==> src/rtl/cmd_sequencer.sv <==
// cmd_sequencer: queues 16-bit command words and issues them one at a time
// to a remote-comm transmitter. After each command it waits for the send to
// complete and then for a response byte. A positive acknowledge moves on to
// the next command. A negative acknowledge, a timeout or an abort ends the
// sequence and reports the first error seen.

module cmd_sequencer #(
  parameter int         DEPTH       = 8,
  parameter int         TMO_CYC     = 1000000,
  parameter logic [7:0] POS_ACK     = 8'hA5,
  parameter bit         STOP_ON_ERR = 1'b1
) (
  input  logic                     clk,
  input  logic                     rst,
  input  logic                     wr_cmd,
  input  logic [15:0]              wr_data,
  output logic                     full,
  input  logic                     start,
  input  logic                     abort,
  output logic [15:0]              cmd,
  output logic                     snd_cmd,
  input  logic                     cmd_snt,
  input  logic                     resp_rdy,
  input  logic [7:0]               resp,
  output logic                     busy,
  output logic                     done,
  output logic                     err,
  output logic [1:0]               err_code,
  output logic [$clog2(DEPTH):0]   ack_cnt,
  output logic [7:0]               last_resp
);

  localparam int AW = $clog2(DEPTH);
  localparam int CW = AW + 1;
  localparam int TW = $clog2(TMO_CYC + 1);

  localparam logic [1:0] ERR_NONE  = 2'b00;
  localparam logic [1:0] ERR_NACK  = 2'b01;
  localparam logic [1:0] ERR_TMO   = 2'b10;
  localparam logic [1:0] ERR_ABORT = 2'b11;

  typedef enum logic [1:0] {
    IDLE,
    SEND,
    WAIT_SNT,
    WAIT_RESP
  } state_t;

  state_t         state;
  logic [15:0]    mem [DEPTH];
  logic [AW-1:0]  rd_ptr;
  logic [AW-1:0]  wr_ptr;
  logic [CW-1:0]  count;
  logic [TW-1:0]  timer;

  logic           push;
  logic           resp_take;
  logic           resp_pos;
  logic           tmo_hit;

  // The first error of a sequence is the one reported; later ones only
  // keep err set.
  function automatic logic [1:0] first_err(input logic [1:0] cur,
                                           input logic [1:0] nxt);
    return (cur == ERR_NONE) ? nxt : cur;
  endfunction

  // Pushes are only taken while idle and not full.
  assign push = !rst && (state == IDLE) && wr_cmd && !full;

  // A response counts in WAIT_RESP, or in WAIT_SNT when it arrives in the
  // same cycle as the send-complete indication.
  assign resp_take = ((state == WAIT_RESP) && resp_rdy) ||
                     ((state == WAIT_SNT) && cmd_snt && resp_rdy);
  assign resp_pos  = (resp == POS_ACK);
  assign tmo_hit   = (timer == TW'(TMO_CYC - 1));

  assign full = (count == CW'(DEPTH));
  assign busy = (state != IDLE);
  assign cmd  = (count == '0) ? 16'h0000 : mem[rd_ptr];

  // Queue storage: written on accepted pushes only.
  // NOTE: the storage array has no reset; occupancy and pointers decide
  // which words are valid, so stale contents are never presented.
  always_ff @(posedge clk) begin
    if (push) begin
      mem[wr_ptr] <= wr_data;
    end
  end

  // Sequencer FSM with queue pointers, handshake timer and status outputs.
  // NOTE: all state here is updated with non-blocking assignments so every
  // branch sees the pre-edge values of state, count and err_code.
  always_ff @(posedge clk) begin
    if (rst) begin
      state     <= IDLE;
      rd_ptr    <= '0;
      wr_ptr    <= '0;
      count     <= '0;
      timer     <= '0;
      snd_cmd   <= 1'b0;
      done      <= 1'b0;
      err       <= 1'b0;
      err_code  <= ERR_NONE;
      ack_cnt   <= '0;
      last_resp <= 8'h00;
    end else begin
      snd_cmd <= 1'b0;
      done    <= 1'b0;

      if ((state != IDLE) && abort) begin
        // Abort wins over every other event in the same cycle.
        state    <= IDLE;
        rd_ptr   <= '0;
        wr_ptr   <= '0;
        count    <= '0;
        timer    <= '0;
        done     <= 1'b1;
        err      <= 1'b1;
        err_code <= first_err(err_code, ERR_ABORT);
      end else if (resp_take) begin
        last_resp <= resp;
        timer     <= '0;
        if (resp_pos) begin
          ack_cnt <= ack_cnt + 1'b1;
        end else begin
          err      <= 1'b1;
          err_code <= first_err(err_code, ERR_NACK);
        end

        if (!resp_pos && STOP_ON_ERR) begin
          // Negative ack halts the sequence and drops what is left.
          state  <= IDLE;
          rd_ptr <= '0;
          wr_ptr <= '0;
          count  <= '0;
          done   <= 1'b1;
        end else begin
          rd_ptr <= rd_ptr + 1'b1;
          count  <= count - 1'b1;
          if (count == CW'(1)) begin
            state <= IDLE;
            done  <= 1'b1;
          end else begin
            state <= SEND;
          end
        end
      end else begin
        case (state)
          IDLE: begin
            if (push) begin
              wr_ptr <= wr_ptr + 1'b1;
              count  <= count + 1'b1;
            end
            if (start) begin
              err      <= 1'b0;
              err_code <= ERR_NONE;
              if (count != '0) begin
                state   <= SEND;
                ack_cnt <= '0;
              end else begin
                done <= 1'b1;
              end
            end
          end

          SEND: begin
            // The strobe is registered, so it is high during the first
            // WAIT_SNT cycle while cmd still shows the head word.
            snd_cmd <= 1'b1;
            state   <= WAIT_SNT;
            timer   <= '0;
          end

          WAIT_SNT: begin
            if (cmd_snt) begin
              state <= WAIT_RESP;
              timer <= '0;
            end else if (tmo_hit) begin
              state    <= IDLE;
              rd_ptr   <= '0;
              wr_ptr   <= '0;
              count    <= '0;
              timer    <= '0;
              done     <= 1'b1;
              err      <= 1'b1;
              err_code <= first_err(err_code, ERR_TMO);
            end else begin
              timer <= timer + 1'b1;
            end
          end

          WAIT_RESP: begin
            if (tmo_hit) begin
              state    <= IDLE;
              rd_ptr   <= '0;
              wr_ptr   <= '0;
              count    <= '0;
              timer    <= '0;
              done     <= 1'b1;
              err      <= 1'b1;
              err_code <= first_err(err_code, ERR_TMO);
            end else begin
              timer <= timer + 1'b1;
            end
          end

          default: begin
            state <= IDLE;
          end
        endcase
      end
    end
  end

endmodule
==> config.mk <==
export PLATFORM = sky130hd
export DESIGN_NAME = cmd_sequencer
export DESIGN_NICKNAME = d
export VERILOG_FILES = /design/src/rtl/cmd_sequencer.sv
export SDC_FILE = /design/constraint.sdc
export NUM_CORES = 1
export LEC_CHECK = 0
export BUFFER_PORTS_ARGS = -buffer_cell sky130_fd_sc_hd__buf_2
export CAP_MARGIN = 30
export CORE_UTILIZATION = 54
export CTS_BUF_LIST = sky130_fd_sc_hd__clkbuf_4 sky130_fd_sc_hd__clkbuf_8 sky130_fd_sc_hd__clkbuf_16
export CTS_CLUSTER_DIAMETER = 50
export DETAILED_ROUTE_END_ITERATION = 10
export GPL_TIMING_DRIVEN = 0
export PLACE_DENSITY = 0.71
export SYNTH_ARGS = -nofsm -noshare
export SYNTH_HDL_FRONTEND = slang
export SYNTH_SLANG_ARGS = --single-unit
==> constraint.sdc <==
create_clock -name clk -period 7.7 [get_ports clk]
set_input_delay 0 -clock clk [delete_from_list [all_inputs] [get_ports clk]]
set_output_delay 0 -clock clk [all_outputs]
set_load 0.01 [all_outputs]
Yosys cells after proc, flatten, opt, wreduce, memory -nomap -nowiden
Memories as Yosys holds them, arrays and structs flattened. A register that Yosys moved wholly into a read port is not among the register bits.
Cells that the tools add are included.
{"block": "op_classes", "muxes": 65, "n_reduce_logical": 32, "add_sub_neg": 6, "eq_ne": 18, "bitwise": 1}
{"op": "20-bit one-hot mux with 3 select lines", "n": 1}
{"op": "20-bit 2-to-1 mux", "n": 2}
{"op": "4-bit 2-to-1 mux", "n": 10}
{"op": "3-bit 2-to-1 mux", "n": 11}
{"op": "2-bit 2-to-1 mux", "n": 14}
{"op": "20-bit by 1-bit adder with 20-bit output (second input constant)", "n": 1}
{"op": "20-bit equality test (second input constant)", "n": 1}
{"op": "1-bit 2-to-1 mux", "n": 19}
{"op": "16-bit 2-to-1 mux", "n": 1}
{"op": "4-bit one-hot mux with 3 select lines", "n": 1}
{"op": "3-bit != test (second input constant)", "n": 3}
{"op": "3-bit one-hot mux with 3 select lines", "n": 1}
{"op": "4-bit by 1-bit adder with 4-bit output (second input constant)", "n": 2}
{"op": "8-bit equality test (second input constant)", "n": 1}
{"op": "4-bit by 3-bit != test with 1-bit output (second input constant)", "n": 2}
{"op": "2-bit one-hot mux with 4 select lines", "n": 1}
{"op": "4-bit AND reduction", "n": 2}
{"op": "2-bit nonzero test", "n": 4}
{"op": "4-bit nonzero test", "n": 2}
{"op": "1-bit logical AND", "n": 7}
{"op": "3-bit by 1-bit adder with 3-bit output (second input constant)", "n": 2}
{"op": "2-bit by 1-bit != test with 1-bit output (second input constant)", "n": 3}
{"op": "3-bit by 2-bit != test with 1-bit output (second input constant)", "n": 2}
{"op": "1-bit one-hot mux with 3 select lines", "n": 2}
{"op": "other kinds (21)", "n": 27}
{"block": "totals", "elab_cells": 134, "ff_bits": 49, "out_inout_bits": 35, "ramBits": 128, "mem_count": 1, "in_bits": 31}
{"name": "mem", "words": 8, "width": 16, "rd": 1, "rd_clocked_by_memory_dff": 1, "write_ports": 1, "line_no": "50", "rtl": "logic [15:0] mem [DEPTH];"}

Logic depth before layout (Yosys ltp)
{"block": "logic_depth", "word_depth": 8, "depth_mapped": 8, "depth_no_buf": 8}

Worst setup path after synthesis
OpenSTA, ideal clock, no wires.
{"block": "synth_timing", "path_type": "reg-to-reg", "from": "register count[0]", "to": "memory mem[0][0] (enable)", "setup_slack_ps": 4635, "arrival_time_ps": 2634, "setup_ps": 430, "period_less_slack_ps": 3065, "path_buffers": 0, "stages_incl_launch_ff": 6, "t_required_ps": 7270, "path_cell_list": "dfxtp_1 > inv_1 > ha_1 > nand3b_1 > nand4b_1 > nor4_1"}
{"block": "synth_via", "elab_chain_cells": 5}
{"element": "start, declared", "line_no": "53", "rtl": "logic [CW-1:0] count;"}
{"element": "start signal, assigned", "line_no": "140", "rtl": "count <= count - 1'b1;"}
{"element": "start signal, assigned", "line_no": "153", "rtl": "count <= count + 1'b1;"}
{"element": "4-bit equality test", "line_no": "78", "rtl": "assign full = (count == CW'(DEPTH));"}
{"element": "1-bit zero test", "line_no": "69", "rtl": "assign push = !rst && (state == IDLE) && wr_cmd && !full;"}
{"element": "1-bit logical AND", "line_no": "69"}
{"element": "1-bit 2-to-1 mux", "line_no": "86", "rtl": "if (push) begin"}
{"element": "1-bit 2-to-1 mux (implied by the code)", "line_no": "87", "rtl": "mem[wr_ptr] <= wr_data;"}
{"element": "end, declared", "line_no": "50"}
No other way between the ends.

Worst setup path in the final report
{"block": "layout_timing", "from": "register count[0]", "to": "memory mem[1][13] (enable)"}
Same word-level chain as after synthesis.

==> impl_metrics.prom <==
# TYPE chip_impl_metric gauge
chip_impl_metric{name="cp_max_fanout",unit=""} 8
chip_impl_metric{name="start_util",unit=""} 0.564
chip_impl_metric{name="proportion_of_synthesized_chip_area_in_sequential_cells",unit=""} 0.643
chip_impl_metric{name="die_area",unit="mm²"} 0.0145
chip_impl_metric{name="first_global_vias",unit=""} 4918
chip_impl_metric{name="clock_insertion_delay_worst_skew",unit="ns"} 0.42
chip_impl_info{name="mostFrequentLayoutCell",value="sky130_fd_sc_hd__edfxtp_1"} 1
chip_impl_metric{name="cts_inserted_buffers",unit=""} 17
chip_impl_metric{name="number_of_antenna_violations_at_the_first_check_in_global_routing",unit=""} 0
chip_impl_metric{name="powerDensity",unit="mW/mm²"} 225
chip_impl_metric{name="final_layout_size_suffix_gt1_frac",unit=""} 0.260
chip_impl_metric{name="antenna_cells_inserted",unit=""} 0
chip_impl_metric{name="detailed_router_s_first_iteration_violation_count",unit=""} 369
chip_impl_metric{name="synth.net_count",unit=""} 566
chip_impl_metric{name="cap_viol_max_count",unit=""} 0
chip_impl_metric{name="syn_area_per_cell",unit="µm²"} 14.4
chip_impl_metric{name="grt_usage",unit=""} 0.237
chip_impl_metric{name="port-buffer-count",unit=""} 63
chip_impl_info{name="run_status",value="finished, final reports clean"} 1
chip_impl_metric{name="htree_levels",unit=""} 4
chip_impl_metric{name="tightestPinTransition",unit="ns"} 0.864
chip_impl_metric{name="detail-route-antenna-nets",unit=""} 0
chip_impl_metric{name="clk_pin_slew",unit="ns"} 0.06
chip_impl_metric{name="slew-limit-headroom",unit=""} 0.422
chip_impl_metric{name="ys_seq_elements",unit=""} 180
chip_impl_metric{name="whs",unit="ns"} 0.0617
chip_impl_metric{name="syn_area",unit="mm²"} 0.00759
chip_impl_metric{name="gr-usage-met3",unit=""} 0.0415
chip_impl_metric{name="peakVddDrop",unit="mV"} 0.129
chip_impl_info{name="unrepaired_setup_endpoints_after_global_routing",value="no"} 1
chip_impl_metric{name="arrival",unit="ns"} 3.14
chip_impl_info{name="tritoncts_clock_tree",value="yes"} 1
chip_impl_metric{name="syn_to_final_growth",unit="%"} 20.4
chip_impl_metric{name="timing_hold_violations_final",unit=""} 0
chip_impl_info{name="endpoint_kind",value="register"} 1
chip_impl_metric{name="numClockSinks",unit=""} 180
chip_impl_metric{name="cp_peak_stage_delay",unit="ns"} 0.51
chip_impl_info{name="worstPathCellList",value="inv_1, ha_1, nand3b_1, inv_1, nor4b_2, nand2_1, nor3_2, buf_6, buf_6"} 1
chip_impl_info{name="crit_path_top_delay_cell",value="sky130_fd_sc_hd__nor4b_2"} 1
chip_impl_metric{name="final_core_util",unit=""} 0.679
chip_impl_metric{name="syn_inst",unit=""} 527
chip_impl_metric{name="use_met2",unit=""} 0.405
chip_impl_metric{name="grt.overflow.total",unit=""} 0
chip_impl_metric{name="die_height",unit="µm"} 121
chip_impl_metric{name="core_area",unit="mm²"} 0.0135
chip_impl_metric{name="setup_viol_count_final",unit=""} 0
chip_impl_metric{name="clock-skew-final",unit="ns"} 0.00407
chip_impl_info{name="cp_top_family",value="simple AND/OR/NAND/NOR gates"} 1
chip_impl_metric{name="grt_start_max_net_pins",unit=""} 17
chip_impl_metric{name="detail_route.wirelength",unit="mm"} 16.0
chip_impl_metric{name="global_route_wire_length_before_repair",unit="mm"} 25.5
chip_impl_info{name="timing.critical_path.from_type",value="register"} 1
chip_impl_metric{name="final.min_clock_period",unit="ns"} 3.00
chip_impl_metric{name="grt.met1_usage",unit=""} 0.303
chip_impl_info{name="critical_path_class",value="register to register"} 1
chip_impl_metric{name="drc",unit=""} 0
chip_impl_metric{name="synth.yosys.warnings",unit=""} 0
chip_impl_metric{name="average_wire_per_cell_in_the_routed_design",unit="µm"} 19.2
chip_impl_metric{name="final_max_slew_viol_count",unit=""} 0
chip_impl_info{name="layout_common_cells",value="sky130_fd_sc_hd__edfxtp_1, sky130_fd_sc_hd__buf_2, sky130_fd_sc_hd__dfxtp_1, sky130_fd_sc_hd__nor2_1, sky130_fd_sc_hd__nand2_1"} 1
chip_impl_metric{name="ys_types",unit=""} 66
chip_impl_metric{name="number_of_cells_upsized_or_downsized_after_cts",unit=""} 0
chip_impl_metric{name="cts.path.max_buffers",unit=""} 2
chip_impl_info{name="synthFlopType",value="sky130_fd_sc_hd__edfxtp_1"} 1
chip_impl_metric{name="reg2reg_setup_slack",unit="ns"} 4.70
chip_impl_metric{name="globalplace.congestion",unit=""} 0.820
chip_impl_metric{name="ios",unit=""} 66
chip_impl_info{name="hold_class",value="input pin to register"} 1
chip_impl_metric{name="vias",unit=""} 4823
chip_impl_info{name="cts-root-buf",value="sky130_fd_sc_hd__clkbuf_16"} 1
chip_impl_metric{name="cp.required",unit="ns"} 7.84
chip_impl_metric{name="firstDrtPassIters",unit=""} 5
chip_impl_metric{name="path_buf_inv",unit=""} 4
chip_impl_metric{name="die_width",unit="µm"} 121
chip_impl_metric{name="routed_via_density",unit=""} 5.79
chip_impl_metric{name="post-dp-hpwl",unit="mm"} 10.9
chip_impl_metric{name="synth_edf_count",unit=""} 128
chip_impl_metric{name="cts_post_setup_buffers_inserted",unit=""} 0
chip_impl_metric{name="max_clock_freq",unit="MHz"} 333
chip_impl_info{name="busiest_grt_layer",value="met2"} 1
chip_impl_metric{name="cts_hold_buffers",unit=""} 26
chip_impl_metric{name="asyncSetResetFlopFracSynth",unit=""} 0
chip_impl_metric{name="timing.final.crit_share",unit=""} 0.390
chip_impl_metric{name="timing.setup.tns",unit="ns"} 0
chip_impl_metric{name="design.final.nets",unit=""} 685
chip_impl_metric{name="placementRows",unit=""} 42
chip_impl_metric{name="p_leak",unit="nW"} 3.13
-- metal layers --
layer	wire, µm	share of wire
met1	6980	0.44
met2	8200	0.51
met3	492	0.031
met4	329	0.021
met5	0	0
-- stage by stage --
stage / instances / setup slack [ns] / instance area (µm²) / power (mW)
4_1_cts: 833 / 4.69 / 9140 / 2.07
2_1_floorplan: 527 / 4.64 / 7590 / 1.15
5_1_grt: 833 / 4.51 / 9140 / 2.12
3_3_place_gp: 766 / 3.02 / 8130 / 1.20
6_report: 833 / 4.70 / 9140 / 2.06
3_5_place_dp: 777 / 4.71 / 8290 / 1.21
-- cells in the mapped netlist (3+ instances only) --
| cell | instances | share of area |
|---|---|---|
| sky130_fd_sc_hd__edfxtp_1 | 128 | 0.51 |
| sky130_fd_sc_hd__dfxtp_1 | 52 | 0.14 |
| sky130_fd_sc_hd__nor2_1 | 49 | 0.024 |
| sky130_fd_sc_hd__nand2_1 | 39 | 0.019 |
| sky130_fd_sc_hd__mux4_2 | 32 | 0.095 |
| sky130_fd_sc_hd__a21oi_1 | 21 | 0.014 |
| sky130_fd_sc_hd__mux2i_1 | 19 | 0.025 |
| sky130_fd_sc_hd__nor3_1 | 15 | 0.0099 |
| sky130_fd_sc_hd__clkbuf_1 | 11 | 0.0054 |
| sky130_fd_sc_hd__nand3_1 | 11 | 0.0072 |
| sky130_fd_sc_hd__xnor2_1 | 11 | 0.013 |
| sky130_fd_sc_hd__inv_1 | 9 | 0.0044 |
| sky130_fd_sc_hd__buf_2 | 8 | 0.0053 |
| sky130_fd_sc_hd__ha_1 | 8 | 0.013 |
| sky130_fd_sc_hd__nand2b_1 | 8 | 0.0066 |
| sky130_fd_sc_hd__nand4_1 | 8 | 0.0066 |
| sky130_fd_sc_hd__o21ai_0 | 8 | 0.0053 |
| sky130_fd_sc_hd__nor4_1 | 6 | 0.0049 |
| sky130_fd_sc_hd__and3_1 | 5 | 0.0041 |
| sky130_fd_sc_hd__o211ai_1 | 5 | 0.0049 |
| sky130_fd_sc_hd__o21a_1 | 5 | 0.0049 |
| sky130_fd_sc_hd__a211oi_1 | 4 | 0.0040 |
| sky130_fd_sc_hd__nor2b_1 | 4 | 0.0033 |
| sky130_fd_sc_hd__o21ai_1 | 4 | 0.0026 |
| sky130_fd_sc_hd__nor4b_2 | 3 | 0.0059 |
| sky130_fd_sc_hd__or3_1 | 3 | 0.0025 |
| sky130_fd_sc_hd__xor2_1 | 3 | 0.0035 |
-- path summary, 6_finish.rpt --
path | from | end | cells after the start
max | count[0] | mem[1][13] | 9
min | cmd_snt | state[0] | 4
max reg2reg | count[0] | mem[1][13] | 9
min reg2reg | last_resp[1] | last_resp[1] | 2
-- state kept, by name (all words and copies together), names as in the netlist, named ones only --
name / count
rd_ptr: 3
done: 1
mem: 128
wr_ptr: 3
last_resp: 8
err_code: 2
state: 2
snd_cmd: 1
ack_cnt: 4
count: 4
timer: 20
err: 1
-- worst register-to-register path: stages, from the launching register on --
cell and delay (ns):
sky130_fd_sc_hd__dfxtp_1 0.45, sky130_fd_sc_hd__inv_1 0.13, sky130_fd_sc_hd__ha_1 0.23, sky130_fd_sc_hd__nand3b_1 0.17, sky130_fd_sc_hd__inv_1 0.10, sky130_fd_sc_hd__nor4b_2 0.51
sky130_fd_sc_hd__nand2_1 0.26, sky130_fd_sc_hd__nor3_2 0.50, sky130_fd_sc_hd__buf_6 0.23, sky130_fd_sc_hd__buf_6 0.15
-- area by class of cell --
type / count / area (µm²)
clock buffer: 17 / 425
tap: 176 / 220
multi-input combinational: 316 / 2610
buffer: 22 / 100
fill: 970 / 4310
clock inverter: 13 / 160
timing repair buffer: 100 / 707
sequential: 180 / 4880
inverter: 9 / 33.8
-- report_power, final --
group / internal (mW) / switching (mW) / total, mW
clock: 0.506 / 0.349 / 0.855
combinational: 0.0560 / 0.0848 / 0.141
sequential: 1.05 / 0.00888 / 1.06
-- cells by family (layout without fill, tap and decap cells) --
kind of cell / Yosys count / count (layout) / synth area share
buffers and inverters: 31 / 161 / 0.0176
adder cells (fa/ha/maj): 8 / 8 / 0.0132
AND/OR/NAND/NOR: 167 / 167 / 0.116
multiplexers: 51 / 51 / 0.120
AO/OA/AOI/OAI: 76 / 76 / 0.0742
XOR/XNOR: 14 / 14 / 0.0161
flip-flops: 180 / 180 / 0.643
Note: power is estimated with default switching activity, not from simulation.
